==> src/rtl/mmu_req_arbiter_pkg.sv <==
// Shared definitions for the MMU request arbiter.
//   - arb_state_e : FSM state encoding (also exported on the debug port)
//   - DEF_*       : default parameter values for the arbiter and synchronizer
package mmu_req_arbiter_pkg;

    typedef enum logic [1:0] {
        ST_IDLE      = 2'd0,
        ST_GRANT     = 2'd1,
        ST_LAUNCH    = 2'd2,
        ST_WAIT_FREE = 2'd3
    } arb_state_e;

    localparam int DEF_NUM_REQ     = 4;
    localparam int DEF_ID_W        = 2;
    localparam int DEF_VA_W        = 32;
    localparam int DEF_SYNC_STAGES = 2;
    localparam int DEF_TMO_W       = 8;

endpackage

==> src/rtl/mmu_toggle_sync.sv <==
// Brings the asynchronous 2-phase free toggle into the clk domain.
// Ports:
//   clk, rst   : clock, synchronous active-high reset (flops clear to 0)
//   i_async    : asynchronous toggle input
//   i_ref      : last phase already consumed by the consumer
//   o_level    : synchronized toggle level
//   o_edge     : high while o_level differs from i_ref (an unconsumed edge)
module mmu_toggle_sync #(
    parameter int STAGES = 2
) (
    input  logic clk,
    input  logic rst,
    input  logic i_async,
    input  logic i_ref,
    output logic o_level,
    output logic o_edge
);

    (* ASYNC_REG = "TRUE", dont_touch = "true" *) logic [STAGES-1:0] sync_q;
    logic [STAGES-1:0] sync_d;

    always_comb begin
        sync_d = {sync_q[STAGES-2:0], i_async};
    end

    always_ff @(posedge clk) begin
        if (rst) begin
            sync_q <= '0;
        end else begin
            sync_q <= sync_d;
        end
    end

    assign o_level = sync_q[STAGES-1];
    assign o_edge  = o_level ^ i_ref;

endmodule

==> src/rtl/mmu_req_arbiter.sv <==
// Round-robin arbiter feeding one asynchronous MMU FIFO stage.
// One request is granted at a time, launched with a 2-phase drive toggle and
// bundled data, and the next launch waits for the stage's free toggle.
// Ports:
//   clk, rst      : clock, synchronous active-high reset
//   i_req_valid   : per-requester request (NUM_REQ)
//   i_req_vaddr   : per-requester VA, slice k = [k*VA_W +: VA_W]
//   o_req_ready   : one-hot, one-cycle accept pulse
//   o_drive       : 2-phase launch toggle to the async stage
//   o_vaddr       : bundled VA, stable from grant until the free edge
//   o_req_id      : ID of the in-flight request
//   i_free        : 2-phase free toggle from the async stage (asynchronous)
//   i_tmo_max     : WAIT_FREE timeout limit, 0 disables
//   o_busy        : FSM not in IDLE
//   o_timeout     : sticky, limit reached while waiting for free
//   o_proto_err   : sticky, free edge seen outside WAIT_FREE
//   o_dbg_state   : current FSM state
//
// Handshake: a requester raises i_req_valid[k] with a stable i_req_vaddr slice
// and holds both until o_req_ready[k] pulses; valid may drop in the ready
// cycle. The VA is captured at the decision edge, so the ready pulse only
// acknowledges, it does not sample.
module mmu_req_arbiter
    import mmu_req_arbiter_pkg::*;
#(
    parameter int NUM_REQ     = DEF_NUM_REQ,
    parameter int ID_W        = DEF_ID_W,
    parameter int VA_W        = DEF_VA_W,
    parameter int SYNC_STAGES = DEF_SYNC_STAGES,
    parameter int TMO_W       = DEF_TMO_W
) (
    input  logic                    clk,
    input  logic                    rst,
    input  logic [NUM_REQ-1:0]      i_req_valid,
    input  logic [NUM_REQ*VA_W-1:0] i_req_vaddr,
    output logic [NUM_REQ-1:0]      o_req_ready,
    output logic                    o_drive,
    output logic [VA_W-1:0]         o_vaddr,
    output logic [ID_W-1:0]         o_req_id,
    input  logic                    i_free,
    input  logic [TMO_W-1:0]        i_tmo_max,
    output logic                    o_busy,
    output logic                    o_timeout,
    output logic                    o_proto_err,
    output logic [1:0]              o_dbg_state
);

    arb_state_e          state_q, state_d;
    logic [ID_W-1:0]     rr_ptr_q, rr_ptr_d;
    logic [ID_W-1:0]     id_q, id_d;
    logic [VA_W-1:0]     vaddr_q, vaddr_d;
    logic [NUM_REQ-1:0]  ready_q, ready_d;
    logic                drive_q, drive_d;
    logic                last_free_q, last_free_d;
    logic [TMO_W-1:0]    tmo_cnt_q, tmo_cnt_d;
    logic                timeout_q, timeout_d;
    logic                proto_err_q, proto_err_d;

    logic                free_level;
    logic                free_edge;
    logic                found;
    logic [ID_W-1:0]     win_id;
    logic [ID_W-1:0]     idx_v;

    mmu_toggle_sync #(
        .STAGES (SYNC_STAGES)
    ) u_free_sync (
        .clk     (clk),
        .rst     (rst),
        .i_async (i_free),
        .i_ref   (last_free_q),
        .o_level (free_level),
        .o_edge  (free_edge)
    );

    // Priority scan starting at rr_ptr, wrapping modulo NUM_REQ.
    always_comb begin
        found  = 1'b0;
        win_id = '0;
        idx_v  = '0;
        for (int i = 0; i < NUM_REQ; i++) begin
            idx_v = ID_W'((int'(rr_ptr_q) + i) % NUM_REQ);
            if (!found && i_req_valid[idx_v]) begin
                found  = 1'b1;
                win_id = idx_v;
            end
        end
    end

    always_comb begin
        state_d     = state_q;
        rr_ptr_d    = rr_ptr_q;
        id_d        = id_q;
        vaddr_d     = vaddr_q;
        ready_d     = '0;
        drive_d     = drive_q;
        last_free_d = last_free_q;
        tmo_cnt_d   = tmo_cnt_q;
        timeout_d   = timeout_q;
        proto_err_d = proto_err_q;

        // Every free edge is consumed exactly once, whatever the state; outside
        // WAIT_FREE it can only be a stage protocol violation.
        if (free_edge) begin
            last_free_d = free_level;
            if (state_q != ST_WAIT_FREE) begin
                proto_err_d = 1'b1;
            end
        end

        case (state_q)
            ST_IDLE: begin
                if (found) begin
                    id_d    = win_id;
                    vaddr_d = i_req_vaddr[int'(win_id)*VA_W +: VA_W];
                    ready_d = NUM_REQ'(1) << win_id;
                    state_d = ST_GRANT;
                end
            end
            ST_GRANT: begin
                // Toggle lands one cycle after o_vaddr became valid.
                drive_d = ~drive_q;
                state_d = ST_LAUNCH;
            end
            ST_LAUNCH: begin
                state_d = ST_WAIT_FREE;
            end
            ST_WAIT_FREE: begin
                if (free_edge) begin
                    rr_ptr_d  = (id_q == ID_W'(NUM_REQ - 1)) ? '0 : id_q + 1'b1;
                    tmo_cnt_d = '0;
                    state_d   = ST_IDLE;
                end else begin
                    if (tmo_cnt_q != '1) begin
                        tmo_cnt_d = tmo_cnt_q + 1'b1;
                    end
                    // Flag only; the request stays in flight and is never relaunched.
                    if ((i_tmo_max != '0) && (tmo_cnt_q == i_tmo_max)) begin
                        timeout_d = 1'b1;
                    end
                end
            end
            default: state_d = ST_IDLE;
        endcase
    end

    always_ff @(posedge clk) begin
        if (rst) begin
            state_q     <= ST_IDLE;
            rr_ptr_q    <= '0;
            id_q        <= '0;
            vaddr_q     <= '0;
            ready_q     <= '0;
            drive_q     <= 1'b0;
            last_free_q <= 1'b0;
            tmo_cnt_q   <= '0;
            timeout_q   <= 1'b0;
            proto_err_q <= 1'b0;
        end else begin
            state_q     <= state_d;
            rr_ptr_q    <= rr_ptr_d;
            id_q        <= id_d;
            vaddr_q     <= vaddr_d;
            ready_q     <= ready_d;
            drive_q     <= drive_d;
            last_free_q <= last_free_d;
            tmo_cnt_q   <= tmo_cnt_d;
            timeout_q   <= timeout_d;
            proto_err_q <= proto_err_d;
        end
    end

    assign o_req_ready = ready_q;
    assign o_drive     = drive_q;
    assign o_vaddr     = vaddr_q;
    assign o_req_id    = id_q;
    assign o_busy      = (state_q != ST_IDLE);
    assign o_timeout   = timeout_q;
    assign o_proto_err = proto_err_q;
    assign o_dbg_state = state_q;

endmodule

==> config.mk <==
export PLATFORM = sky130hd
export DESIGN_NAME = mmu_req_arbiter
export DESIGN_NICKNAME = d
export VERILOG_FILES = /design/src/rtl/mmu_req_arbiter_pkg.sv /design/src/rtl/mmu_toggle_sync.sv /design/src/rtl/mmu_req_arbiter.sv
export SDC_FILE = /design/constraint.sdc
export NUM_CORES = 1
export LEC_CHECK = 0
export ABC_CLOCK_PERIOD_IN_PS = 2910
export CAP_MARGIN = 20
export CORE_MARGIN = 4
export CORE_UTILIZATION = 42
export CTS_BUF_LIST = sky130_fd_sc_hd__clkbuf_2
export DETAILED_ROUTE_END_ITERATION = 6
export PLACE_DENSITY = 0.9
export SETUP_SLACK_MARGIN = 0.1
export SLEW_MARGIN = 20
export SYNTH_ARGS = -nofsm -noshare
export SYNTH_HDL_FRONTEND = slang
export SYNTH_SLANG_ARGS = --single-unit
==> constraint.sdc <==
create_clock -name clk -period 2.91 [get_ports clk]
set_clock_uncertainty 0.05 [all_clocks]
set_input_delay 0.4365 -clock clk [delete_from_list [all_inputs] [get_ports clk]]
set_output_delay 0.4365 -clock clk [all_outputs]
set_load 0.01 [all_outputs]
# == Word level (Yosys, flattened, before mapping) ==
# Cells that the tools add are included.
# op_classes
addsub,5
order_cmp,4
n_eq_ne,9
shift,2
muxes,22
bitwise,5
reduce_logical,18
# ops
cell,count
indexed part select 128 x 8 -> 32 bit,1
2-to-1 mux 8 bit,2
2-to-1 mux 2 bit,7
< comparator 2 x 3 -> 1 bit (second input constant),4
AND reduction 2 bit,5
adder 8 x 1 -> 8 bit (second input constant),1
binary-select mux 1 bit (select 2 bit),4
equality test 8 bit,1
2-to-1 mux 1 bit,8
inequality test 8 bit (second input constant),1
case mux 2 bit (4 select lines),1
nonzero test 8 bit,1
equality test 2 bit (second input constant),3
inequality test 2 bit (second input constant),3
adder 2 x 1 -> 2 bit (second input constant),2
adder 2 bit (second input constant),2
logical AND 1 bit,4
NOT 1 bit,4
nonzero test 2 bit,2
left shift 1 x 2 -> 4 bit (first input constant),1
zero test 1 bit,3
AND reduction 3 bit,1
OR reduction 3 bit,1
equality test 2 x 1 -> 1 bit (second input constant),1
other kinds (2),2
# totals
register_bits,56
input_bits,143
out_inout_bits,44
wordCells,76

# == Longest topological paths before layout ==
# logic_depth
ltp_word,14
mapped_depth,9
depth_no_buf,7

# == By module ==
# Synthesis repeated with hierarchy kept, for this count alone.
# hier_totals
cells_unflattened,378
area_unflattened_um2,3194.3
# by_module_without_submodules
mod,n_inst,cells_per_inst,area_each_um2,seq_area_each_um2
mmu_req_arbiter,1,373,3133.0,1081.0
mmu_toggle_sync,1,5,61.3,40.0

# == Worst setup path after synthesis ==
# Ideal clock, no wire load.
# synth_timing
path_type,input to register
startpoint,in i_req_valid[1]
endpoint,reg vaddr_q[31] (netlist: o_vaddr[31])
setup_time_ps,120
t_arrival_ps,1763
required_ps,2740
slack_ps,978
stages,7
path_buffers,1
cell_sequence,or4_4 -> nand2_1 -> or2_1 -> buf_6 -> nor3_4 -> a22o_1 -> a211o_1
# synth_between
elab_chain_cells,13
word_cells_on_any_way,24
classes_between,shift (1); mux (16); reduce/logical (7)
# synth_lines
item,line,rtl
"start, declared",mmu_req_arbiter.sv:34,"input logic [NUM_REQ-1:0] i_req_valid,"
binary-select mux 1 bit (select 2 bit),mmu_req_arbiter.sv:83,if (!found && i_req_valid[idx_v]) begin
2-to-1 mux 1 bit (implied by the code),mmu_req_arbiter.sv:83,
2-to-1 mux 1 bit,mmu_req_arbiter.sv:83,
zero test 1 bit,mmu_req_arbiter.sv:83,
logical AND 1 bit,mmu_req_arbiter.sv:83,
2-to-1 mux 1 bit,mmu_req_arbiter.sv:83,
zero test 1 bit,mmu_req_arbiter.sv:83,
logical AND 1 bit,mmu_req_arbiter.sv:83,
2-to-1 mux 1 bit,mmu_req_arbiter.sv:83,
zero test 1 bit,mmu_req_arbiter.sv:83,
logical AND 1 bit,mmu_req_arbiter.sv:83,
2-to-1 mux 2 bit / 2-to-1 mux 1 bit (equally long branches),mmu_req_arbiter.sv:83,
indexed part select 128 x 8 -> 32 bit / AND reduction 2 bit (equally long branches),--,
"end signal, assigned",mmu_req_arbiter.sv:163,vaddr_q <= vaddr_d;
"end, declared",mmu_req_arbiter.sv:51,"logic [VA_W-1:0] vaddr_q, vaddr_d;"
# Parallel ways exist; a longest one is shown, timed or not. The select of a mux whose other input is x is not followed.
# A chain may end at the register's enable or synchronous reset.

# == Worst setup path in the final report ==
# layout_timing
startpoint,reg state_q[0] (netlist: o_dbg_state[0])
endpoint,out o_busy
# layout_between
elab_chain_cells,1
# layout_lines
item,line,rtl
"start, declared",mmu_req_arbiter.sv:48,"arb_state_e state_q, state_d;"
"start signal, assigned",mmu_req_arbiter.sv:160,state_q <= state_d;
nonzero test 2 bit,mmu_req_arbiter.sv:177,assign o_busy = (state_q != ST_IDLE);
"end, declared",mmu_req_arbiter.sv:42,"output logic o_busy,"
# No other way between the ends.

==> results.sh <==
export IMPL_drtAntennaViolNets=0
export IMPL_pwr_share_seq=0.400
export IMPL_cts_tree="yes"
export IMPL_hold_path_end="o_timeout$_SDFFE_PP0P_"
export IMPL_syn_to_final_growth_pct=63.88
export IMPL_drc_errors=0
export IMPL_fin_crit_sh=0.8327
export IMPL_p_leak_nw=1.939
export IMPL_htree_levels=2
export IMPL_grt_pass1_wl_um=17590
export IMPL_rrSetupSlack_ns=0.81
export IMPL_hp_class="reg -> reg"
export IMPL_drv_cap=0
export IMPL_power_density_nw_per_um2=514.6
export IMPL_grt_util_all_layers=0.2494
export IMPL_drt_iter0_drc=173
export IMPL_critPathLaunchType="flip-flop"
export IMPL_arrival_ns=1.94
export IMPL_io_pins=187
export IMPL_clockBufferDepth=2
export IMPL_dr_pass1_iters=5
export IMPL_vias=3644
export IMPL_relSlewSlack=0.6360
export IMPL_grt_max_degree=35
export IMPL_clock_sinks=56
export IMPL_ir_drop_mv=0.3635
export IMPL_wl_um=11610
export IMPL_place_area_um2=5015
export IMPL_overflow=0
export IMPL_row_count=30
export IMPL_synth_seq_cells=56
export IMPL_dp_cells=644
export IMPL_crit_required_ns=2.42
export IMPL_synth_top_area_frac=0.3632
export IMPL_gp_congestion=0.8708
export IMPL_maxSlewViolCount=0
export IMPL_p_comb_frac=0.482
export IMPL_antenna_cells=0
export IMPL_synth_cell_types=44
export IMPL_end_kind="output pin"
export IMPL_power_internal_mw=1.686
export IMPL_final_area_um2=5059
export IMPL_dieArea_um2=8785
export IMPL_hold_buffers=0
export IMPL_path_max_fanout=5
export IMPL_io_buffers=186
export IMPL_synth_area_um2=3087
export IMPL_reg2regPathDepth=7
export IMPL_synth_area_leaders="dfxtp_1, nand3_1, nand2_1, a21oi_1, a221o_1"
export IMPL_period_minus_slack_ns=2.423
export IMPL_avgRoutedWirePerCell_um=17.81
export IMPL_grt_pass1_vias=3610
export IMPL_setup_viol=0
export IMPL_die_y_um=93.73
export IMPL_drive_gt1_frac=0.05216
export IMPL_cts_buffers=5
export IMPL_outcome="finished clean"
export IMPL_start_util=0.4421
export IMPL_cts_root_buf="clkbuf_2"
export IMPL_fin_cells=652
export IMPL_report_final_hold_viol_count=0
export IMPL_post_synth_top_area_cell="dfxtp_1"
export IMPL_synth_seq_area_share=0.3632
export IMPL_grt_antenna_before_repair=0
export IMPL_synth_cells=378
export IMPL_tightestPinTransition_ns=0.5447
export IMPL_worstHoldStart="o_timeout$_SDFFE_PP0P_"
export IMPL_hold_depth=2
export IMPL_r2r_start="rr_ptr_q[0]$_SDFFE_PP0P_"
export IMPL_vias_per_cell=5.589
export IMPL_path_clk_slew_ns=0.25
export IMPL_die_w_um=93.73
export IMPL_clock_latency_ns=0.47
export IMPL_power_frac_clock=0.119
export IMPL_tns_ns=0
export IMPL_cts_resized=0
export IMPL_switchingPower_uw=917.3
export IMPL_max_freq_mhz=412.7
export IMPL_syn_avg_cell_area_um2=8.166
export IMPL_path_class="reg -> out"
export IMPL_sw_frac_of_total=0.3524
export IMPL_r2r_end="o_vaddr[17]$_SDFFE_PP0P_"
export IMPL_final_nets=705
export IMPL_cts_setup_buffers=0
export IMPL_yosysWarnings=0
export IMPL_detailed_place_hpwl_um=9057
export IMPL_grt_setup_unrepaired="no"
export IMPL_coreArea_um2=6982
export IMPL_syn_num_nets=528
Yosys cell counts, drive strengths merged:
| library cell | number |
|---|---|
| a211o | 2 |
| a211oi | 1 |
| a21boi | 1 |
| a21oi | 36 |
| a221o | 15 |
| a222oi | 1 |
| a22o | 15 |
| a22oi | 1 |
| a31oi | 15 |
| and2b | 1 |
| and3 | 2 |
| buf | 22 |
| clkbuf | 6 |
| dfxtp | 56 |
| ha | 7 |
| inv | 5 |
| mux2i | 6 |
| nand2 | 57 |
| nand2b | 2 |
| nand3 | 57 |
| nand4 | 2 |
| nor2 | 24 |
| nor2b | 6 |
| nor3 | 6 |
| nor3b | 1 |
| nor4 | 3 |
| nor4b | 1 |
| o2111ai | 2 |
| o21a | 1 |
| o21ai | 5 |
| o21bai | 1 |
| o32a | 1 |
| o32ai | 1 |
| or2 | 2 |
| or4 | 1 |
| xnor2 | 9 |
| xor2 | 4 |
power groups by stage:
stage	clock network, mW	registers (mW)	logic (mW)
detailed placement	0	1.05	1.25
floorplan	0	1.11	0.510
CTS	0.314	1.04	1.26
finish	0.308	1.04	1.25
global placement	0	1.05	1.22
global route	0.341	1.06	1.35
layout by cell type (no fill, tap or decap), types with 2 or more instances in the layout:
cell             instances
nand3_1                 57
nand2_1                 57
ha_1                     7
dfxtp_1                 56
nand2b_1                 2
buf_4                   10
buf_12                   2
nor4_1                   2
a21oi_1                 35
xor2_1                   4
nand4_1                  2
clkdlybuf4s50_1        186
clkbuf_2                 5
clkinvlp_4               2
a221o_1                 15
a31oi_1                 15
a211o_1                  2
and3_1                   2
xnor2_1                  9
mux2i_1                  6
a22o_1                  15
nor2_1                  23
nor3_4                   2
o2111ai_1                2
nor2b_1                  6
nor3_1                   4
o21ai_0                  5
inv_1                    5
metrics by stage:
step	setup WS (ns)	hold WS [ns]	util	total power, mW
5_1_grt	0.3696	0.4365	0.7246	2.748
3_5_place_dp	0.1747	0.3877	0.7183	2.306
4_1_cts	0.4363	0.4176	0.7246	2.611
3_3_place_gp	0.2834	0.3840	0.7183	2.272
6_report	0.4869	0.4144	0.7246	2.603
2_1_floorplan	0.9776	0.3638	-	1.624
cell families after synthesis:
| kind of cell | count (synthesis) | share of synthesized area |
|---|---|---|
| simple gates | 165 | 0.2586 |
| compound gates | 98 | 0.2286 |
| flops | 56 | 0.3632 |
| buf+inv | 33 | 0.06486 |
| xor+xnor | 13 | 0.03689 |
| fa+ha+maj | 7 | 0.02837 |
| mux | 6 | 0.01946 |
worst max path at each step:
stage	to	from
floorplan	o_vaddr[31]$_SDFFE_PP0P_	i_req_valid[1]
global placement	o_vaddr[24]$_SDFFE_PP0P_	i_req_valid[3]
detailed placement	o_vaddr[10]$_SDFFE_PP0P_	i_req_valid[2]
CTS	o_busy	o_dbg_state[0]$_SDFFE_PP0P_
global route	o_busy	o_dbg_state[0]$_SDFFE_PP0P_
finish	o_busy	o_dbg_state[0]$_SDFFE_PP0P_
layout make-up:
cell class | instances | area (um^2)
well taps | 96 | 120.1
flip-flops and latches | 56 | 1121
inverters | 5 | 18.77
clock inverters | 3 | 18.77
repair buffers | 198 | 1977
fillers | 558 | 1923
clock buffers | 5 | 25.02
multi-input cells | 289 | 1778
sequential cells by signal, summed over array words and instances (netlist names), 2 cells and up:
signal and count:
o_dbg_state 2, o_vaddr 32, u_free_sync.sync_q 2, tmo_cnt_q 8, o_req_id 2, rr_ptr_q 2, o_req_ready 4
layer usage:
metal	GRT usage	up-vias	wire length [um]
met1	0.2805	1670	4370
met2	0.4329	207	5686
met5	0	-	0
li1	-	1728	-
met4	0.1288	0	449
met3	0.06170	39	1102
critical path, stage by stage (launching register included):
cell and delay [ns]:
dfxtp_1 0.46, inv_1 0.11, ha_1 0.27, inv_1 0.11, clkdlybuf4s50_1 0.55
Power figures use the tool's default switching activity.
